===== src/rtl/pipeline_arb_pkg.sv =====
// Shared types and width helpers for the pipeline share arbiter.
// Tag ids are sized for the largest supported requester count so the struct stays fixed.
package pipeline_arb_pkg;

    localparam int ID_W_MAX = 3;

    typedef struct packed {
        logic                vld;
        logic [ID_W_MAX-1:0] id;
    } tag_t;

    function automatic int id_w(input int nreq);
        return (nreq < 2) ? 1 : $clog2(nreq);
    endfunction

    function automatic int cnt_w(input int max_out);
        return $clog2(max_out + 1);
    endfunction

endpackage


===== src/rtl/rr_arbiter.sv =====
// Combinational round-robin picker: first asserted request at or after ptr wins.
// Produces the one-hot grant, its index and an any-grant flag.
module rr_arbiter #(
    parameter int N   = 4,
    parameter int IDW = 2
) (
    input  logic [N-1:0]   req,
    input  logic [IDW-1:0] ptr,
    output logic [N-1:0]   gnt,
    output logic [IDW-1:0] gnt_idx,
    output logic           any
);

    always_comb begin
        logic [IDW-1:0] idx;
        gnt     = '0;
        gnt_idx = '0;
        any     = 1'b0;
        idx     = '0;
        for (int i = 0; i < N; i++) begin
            idx = IDW'((int'(ptr) + i) % N);
            if (!any && req[idx]) begin
                any      = 1'b1;
                gnt[idx] = 1'b1;
                gnt_idx  = idx;
            end
        end
    end

endmodule


===== src/rtl/pipeline_share_arbiter.sv =====
// Shares a fixed-latency non-stallable pipe between NREQ requesters with round-robin issue.
// A tag shift register aligned to the pipe latency routes each result back to its requester.
module pipeline_share_arbiter
    import pipeline_arb_pkg::*;
#(
    parameter int NREQ    = 4,
    parameter int W       = 32,
    parameter int LATENCY = 3,
    parameter int MAX_OUT = 2
) (
    input  logic            clk,
    input  logic            rst,
    input  logic [NREQ-1:0] req_valid,
    input  logic [NREQ*W-1:0] req_data,
    output logic [NREQ-1:0] req_ready,
    output logic            pipe_in_valid,
    output logic [W-1:0]    pipe_in_data,
    input  logic            pipe_out_valid,
    input  logic [W-1:0]    pipe_out_data,
    output logic [NREQ-1:0] resp_valid,
    output logic [W-1:0]    resp_data,
    output logic            busy,
    output logic            err_orphan
);

    localparam int ID_W  = id_w(NREQ);
    localparam int CNT_W = cnt_w(MAX_OUT);

    logic [ID_W-1:0]  ptr;
    logic [ID_W-1:0]  pick;
    logic [NREQ-1:0]  elig;
    logic [NREQ-1:0]  gnt;
    logic             any;
    logic             issue;
    logic [CNT_W-1:0] cnt [NREQ];
    tag_t             tags [LATENCY];
    tag_t             tail;

    always_comb begin
        elig = '0;
        for (int i = 0; i < NREQ; i++) begin
            elig[i] = req_valid[i] && (cnt[i] < CNT_W'(MAX_OUT));
        end
    end

    rr_arbiter #(.N(NREQ), .IDW(ID_W)) u_rr (
        .req     (elig),
        .ptr     (ptr),
        .gnt     (gnt),
        .gnt_idx (pick),
        .any     (any)
    );

    // Outputs are forced quiet while rst is held, since the arbiter itself is combinational.
    assign issue         = any && !rst;
    assign req_ready     = rst ? '0 : gnt;
    assign pipe_in_valid = issue;
    assign pipe_in_data  = req_data[int'(pick)*W +: W];
    assign tail          = tags[LATENCY-1];
    assign resp_data     = pipe_out_data;

    always_comb begin
        resp_valid = '0;
        busy       = 1'b0;
        for (int i = 0; i < NREQ; i++) begin
            resp_valid[i] = tail.vld && (tail.id == ID_W_MAX'(i)) && !rst;
            busy          = busy | (cnt[i] != '0);
        end
    end

    always_ff @(posedge clk or posedge rst) begin
        if (rst) begin
            for (int k = 0; k < LATENCY; k++) tags[k] <= '0;
        end else begin
            tags[0] <= '{vld: issue, id: ID_W_MAX'(pick)};
            for (int k = 1; k < LATENCY; k++) tags[k] <= tags[k-1];
        end
    end

    always_ff @(posedge clk or posedge rst) begin
        if (rst) begin
            ptr <= '0;
        end else if (issue) begin
            ptr <= (int'(pick) == NREQ - 1) ? '0 : pick + 1'b1;
        end
    end

    // Same-cycle issue and retire on one requester leaves its count unchanged.
    always_ff @(posedge clk or posedge rst) begin
        if (rst) begin
            for (int i = 0; i < NREQ; i++) cnt[i] <= '0;
        end else begin
            for (int i = 0; i < NREQ; i++) begin
                if (issue && pick == ID_W'(i) && !(tail.vld && tail.id == ID_W_MAX'(i))) begin
                    cnt[i] <= cnt[i] + 1'b1;
                end else if (!(issue && pick == ID_W'(i)) && tail.vld && tail.id == ID_W_MAX'(i)) begin
                    cnt[i] <= cnt[i] - 1'b1;
                end
            end
        end
    end

    always_ff @(posedge clk or posedge rst) begin
        if (rst) begin
            err_orphan <= 1'b0;
        end else if (pipe_out_valid != tail.vld) begin
            err_orphan <= 1'b1;
        end
    end

endmodule

===== config.mk =====
export PLATFORM = sky130hd
export DESIGN_NAME = pipeline_share_arbiter
export DESIGN_NICKNAME = d
export VERILOG_FILES = /design/src/rtl/pipeline_arb_pkg.sv /design/src/rtl/rr_arbiter.sv /design/src/rtl/pipeline_share_arbiter.sv
export SDC_FILE = /design/constraint.sdc
export NUM_CORES = 1
export LEC_CHECK = 0
export CAP_MARGIN = 0
export CORE_UTILIZATION = 29
export DETAILED_ROUTE_END_ITERATION = 6
export GPL_TIMING_DRIVEN = 1
export PLACE_DENSITY = 0.75
export REMOVE_ABC_BUFFERS = 1
export SLEW_MARGIN = 20
export SYNTH_ARGS = -nofsm -noshare
export SYNTH_HDL_FRONTEND = slang
export SYNTH_SLANG_ARGS = --single-unit

===== constraint.sdc =====
create_clock -name clk -period 2.7 [get_ports clk]
set_input_delay 0.405 -clock clk [delete_from_list [all_inputs] [get_ports clk]]
set_output_delay 0.405 -clock clk [all_outputs]
set_load 0.02 [all_outputs]

==> flow_metrics.py <==
metrics = {
    "clocking": {
        "cts_buffers": 3,
        "clk_pin_slew_ps": 70,
        "clockRootBuffer": "clkbuf_8",
        "clock_latency_ps": 260,
        "h-tree-depth": 1,
        "hold_buffers": 0,
        "clock_tree.buffer_depth": 2,
        "clock_sinks": 20,
        "cts_tree": "yes",
    },
    "synth": {
        "synth_cell_types": 48,
        "ys_seq_area_frac": 0.182,
        "yosys_register_bits": 20,
        "async_flop_share": 1.00,
        "synth_top_area_cell": "mux2i_1",
        "syn_avg_cell_area_um2": 9.79,
        "synth.top_cell.area_share": 0.357,
        "ys.warnings.count": 0,
        "synth_most_common_cell": "mux2i_1",
        "syn_inst": 281,
        "synthTopCellsByCount": "mux2i_1, buf_4, dfrtp_1",
        "synth_edf_count": 0,
        "syn_area_mm2": 0.00275,
        "ys.flop_type": "dfrtp_1",
        "synth.area.top_cells": "mux2i_1, dfrtp_1, buf_4",
    },
    "global_route": {
        "busiest_layer": "met2",
        "grt_use_met3": 0.0907,
        "grt_max_degree": 23,
        "met1_usage": 0.246,
        "antenna_found_initial": 0,
        "overflow": 0,
        "grt_pass1_wl_um": 16100,
        "groute.usage.overall": 0.212,
        "grt_pass1_vias": 3147,
        "grtUsageMet2": 0.363,
    },
    "sta": {
        "hold_viol": 0,
        "finalCriticalPeriod_ps": 2900,
        "fin_skew_ps": 1.31,
        "slew-limit-headroom": 0.502,
        "rsz0062_at_grt": "yes",
        "tightest_slew_ps": 746,
        "fmax_ghz": 0.344,
        "finalMaxSlewViolations": 0,
        "setup_viol": 34,
        "fin_ws_ps": -204,
        "fin_crit_sh": 1.08,
    },
    "worst_hold_path": {
        "holdPathEnd": "tags[3]",
        "min_path_cells": 0,
        "hp-class": "reg -> reg",
        "hp-start": "tags[7]",
    },
    "power": {
        "clkPwrFrac": 0.051,
        "p_comb_frac": 0.859,
        "swShare": 0.427,
        "net-switching-power_uw": 2510,
        "leakage_uw": 0.00235,
        "internal-power_uw": 3360,
        "p_seq_frac": 0.091,
        "ir_drop_mv": 0.457,
        "powerDensity_mw_per_mm2": 1140,
    },
    "route": {
        "drt_iter0_markers": 137,
        "drtAntennaViolNets": 0,
        "drc": 0,
        "wl_per_cell_um": 19.1,
        "routed_wl_um": 11300,
        "vias": 3036,
        "viasPerCell": 5.12,
        "drtPass1Iterations": 5,
    },
    "placement": {
        "port_buffers": 177,
        "dpl_worst_slack_ps": -654,
        "gp_congestion": 0.910,
        "dpl.hpwl_um": 8440,
        "dpl_cell_area_mm2": 0.00463,
        "numPlacedInstances": 566,
    },
    "finish": {
        "fill_cells": 807,
        "instances_no_fill": 593,
        "multi_input_area_mm2": 0.00196,
        "drive_gt1_frac": 0.311,
        "final-seq-area_um2": 500,
        "final_area_mm2": 0.00516,
        "final_nets": 659,
        "syn_to_final_growth_pct": 87.8,
        "antenna_cells": 0,
    },
    "floorplan": {
        "die_x_um": 99.4,
        "initial_utilization": 0.299,
        "coreArea_mm2": 0.00920,
        "fp.dieArea_mm2": 0.00988,
        "die_h_um": 99.4,
        "rows": 35,
        "ios": 242,
    },
    "worst_setup_path": {
        "startpoint_type": "flop",
        "crit_arrival_ps": 2500,
        "crit_fanout": 5,
        "worstSetupEndpointType": "output pin",
        "worstReg2RegEnd": "cnt[1]",
        "worst_ep_required_time_ps": 2300,
        "r2r-start": "ptr[0]",
        "r2r_setup_slack_ps": 110,
        "ff2ff_path_depth": 16,
        "crit_type": "reg -> out",
    },
    "flow_run": {
        "cap_viol_max_count": 0,
    },
    "status": {
        "violations": "negative setup slack",
        "status": "complete, but fails checks",
    },
}
## critical path, stage by stage, from the launching register on
cell and delay [ps]:
dfrtp_1 390, inv_2 80, ha_4 220, inv_6 80, mux2i_4 220, a211o_1 180
nand3_4 120, buf_12 160, buf_12 130, buf_6 110, buf_4 120, mux2i_1 110
mux2i_1 150, buf_4 170
## metal layers
layer / vias up / wire length [µm]
met5: - / 0
met4: 0 / 145
met3: 12 / 1070
met2: 176 / 5590
met1: 1442 / 4510
li1: 1406 / -
## worst max-delay path by stage
stage	from	end	slack [ps]	cells after the start
2_1_floorplan	ptr[0]	pipe_in_data[0]	-1440	8
6_report	ptr[0]	pipe_in_data[3]	-200	13
5_1_grt	ptr[1]	pipe_in_data[3]	-320	13
4_1_cts	ptr[1]	pipe_in_data[15]	-240	11
3_5_place_dp	req_valid[1]	pipe_in_data[20]	-650	9
3_3_place_gp	req_valid[1]	pipe_in_data[20]	-640	9
## cell families after synthesis
family | after synthesis | synth area share
mux | 101 | 0.377
fa+ha+maj | 9 | 0.0409
compound gates | 35 | 0.0919
simple gates | 53 | 0.111
xor+xnor | 8 | 0.0255
buf+inv | 55 | 0.172
flops | 20 | 0.182
## state kept, by name, summed over array words and instances, names as in the netlist
register / count
err_orphan: 1
ptr: 2
tags: 9
cnt: 8
## power by group through the flow
| stage | Clock [µW] | Combinational (µW) | Sequential, µW |
|---|---|---|---|
| after global routing | 317 | 5330 | 551 |
| after global placement | 0 | 4010 | 528 |
| after CTS | 304 | 4550 | 532 |
| final | 297 | 5040 | 533 |
| after floorplan | 0 | 2270 | 547 |
| after detailed placement | 0 | 4070 | 534 |
## layout make-up
| type | count | area share |
|---|---|---|
| clock inverters | 1 | 0.00582 |
| repair buffers | 244 | 0.475 |
| flip-flops and latches | 20 | 0.0969 |
| clock buffers | 3 | 0.00800 |
| well taps | 111 | 0.0269 |
| multi-input cells | 206 | 0.380 |
| inverters | 8 | 0.00775 |
## placed cells by master, fill, tap and decap left out, types with 4 or more instances in the layout
master,Yosys,final
a21oi_1,9,7
a222oi_1,4,4
buf_12,7,7
buf_16,0,5
buf_2,2,14
buf_4,35,62
buf_6,1,10
clkbuf_16,0,4
clkdlybuf4s50_1,0,137
dfrtp_1,20,20
ha_1,9,7
mux2i_1,98,85
mux2i_2,0,9
mux2i_4,1,5
nand2_1,11,11
nand2b_1,5,4
nand3_1,7,7
nor2_1,6,6
o21ai_0,8,7
xnor2_1,8,8
## repair_timing
| action | 4_1_cts | 5_1_grt |
|---|---|---|
| resized for setup | 188 | 38 |
| pin swaps | 9 | 9 |
| setup endpoints to repair | 36 | 38 |
| cloned | 5 | 5 |
| setup buffers | 10 | 4 |
## metrics by stage
| step | hold slack [ps] | util | power, µW | TNS [ps] |
|---|---|---|---|---|
| 2_1_floorplan | 331 | - | 2820 | -57790 |
| 3_3_place_gp | 333 | 0.504 | 4530 | -17980 |
| 3_5_place_dp | 335 | 0.504 | 4600 | -19090 |
| 4_1_cts | 353 | 0.535 | 5390 | -4190 |
| 5_1_grt | 360 | 0.561 | 6200 | -7530 |
| 6_report | 352 | 0.561 | 5870 | -4000 |
Power figures use the tool's default switching activity.
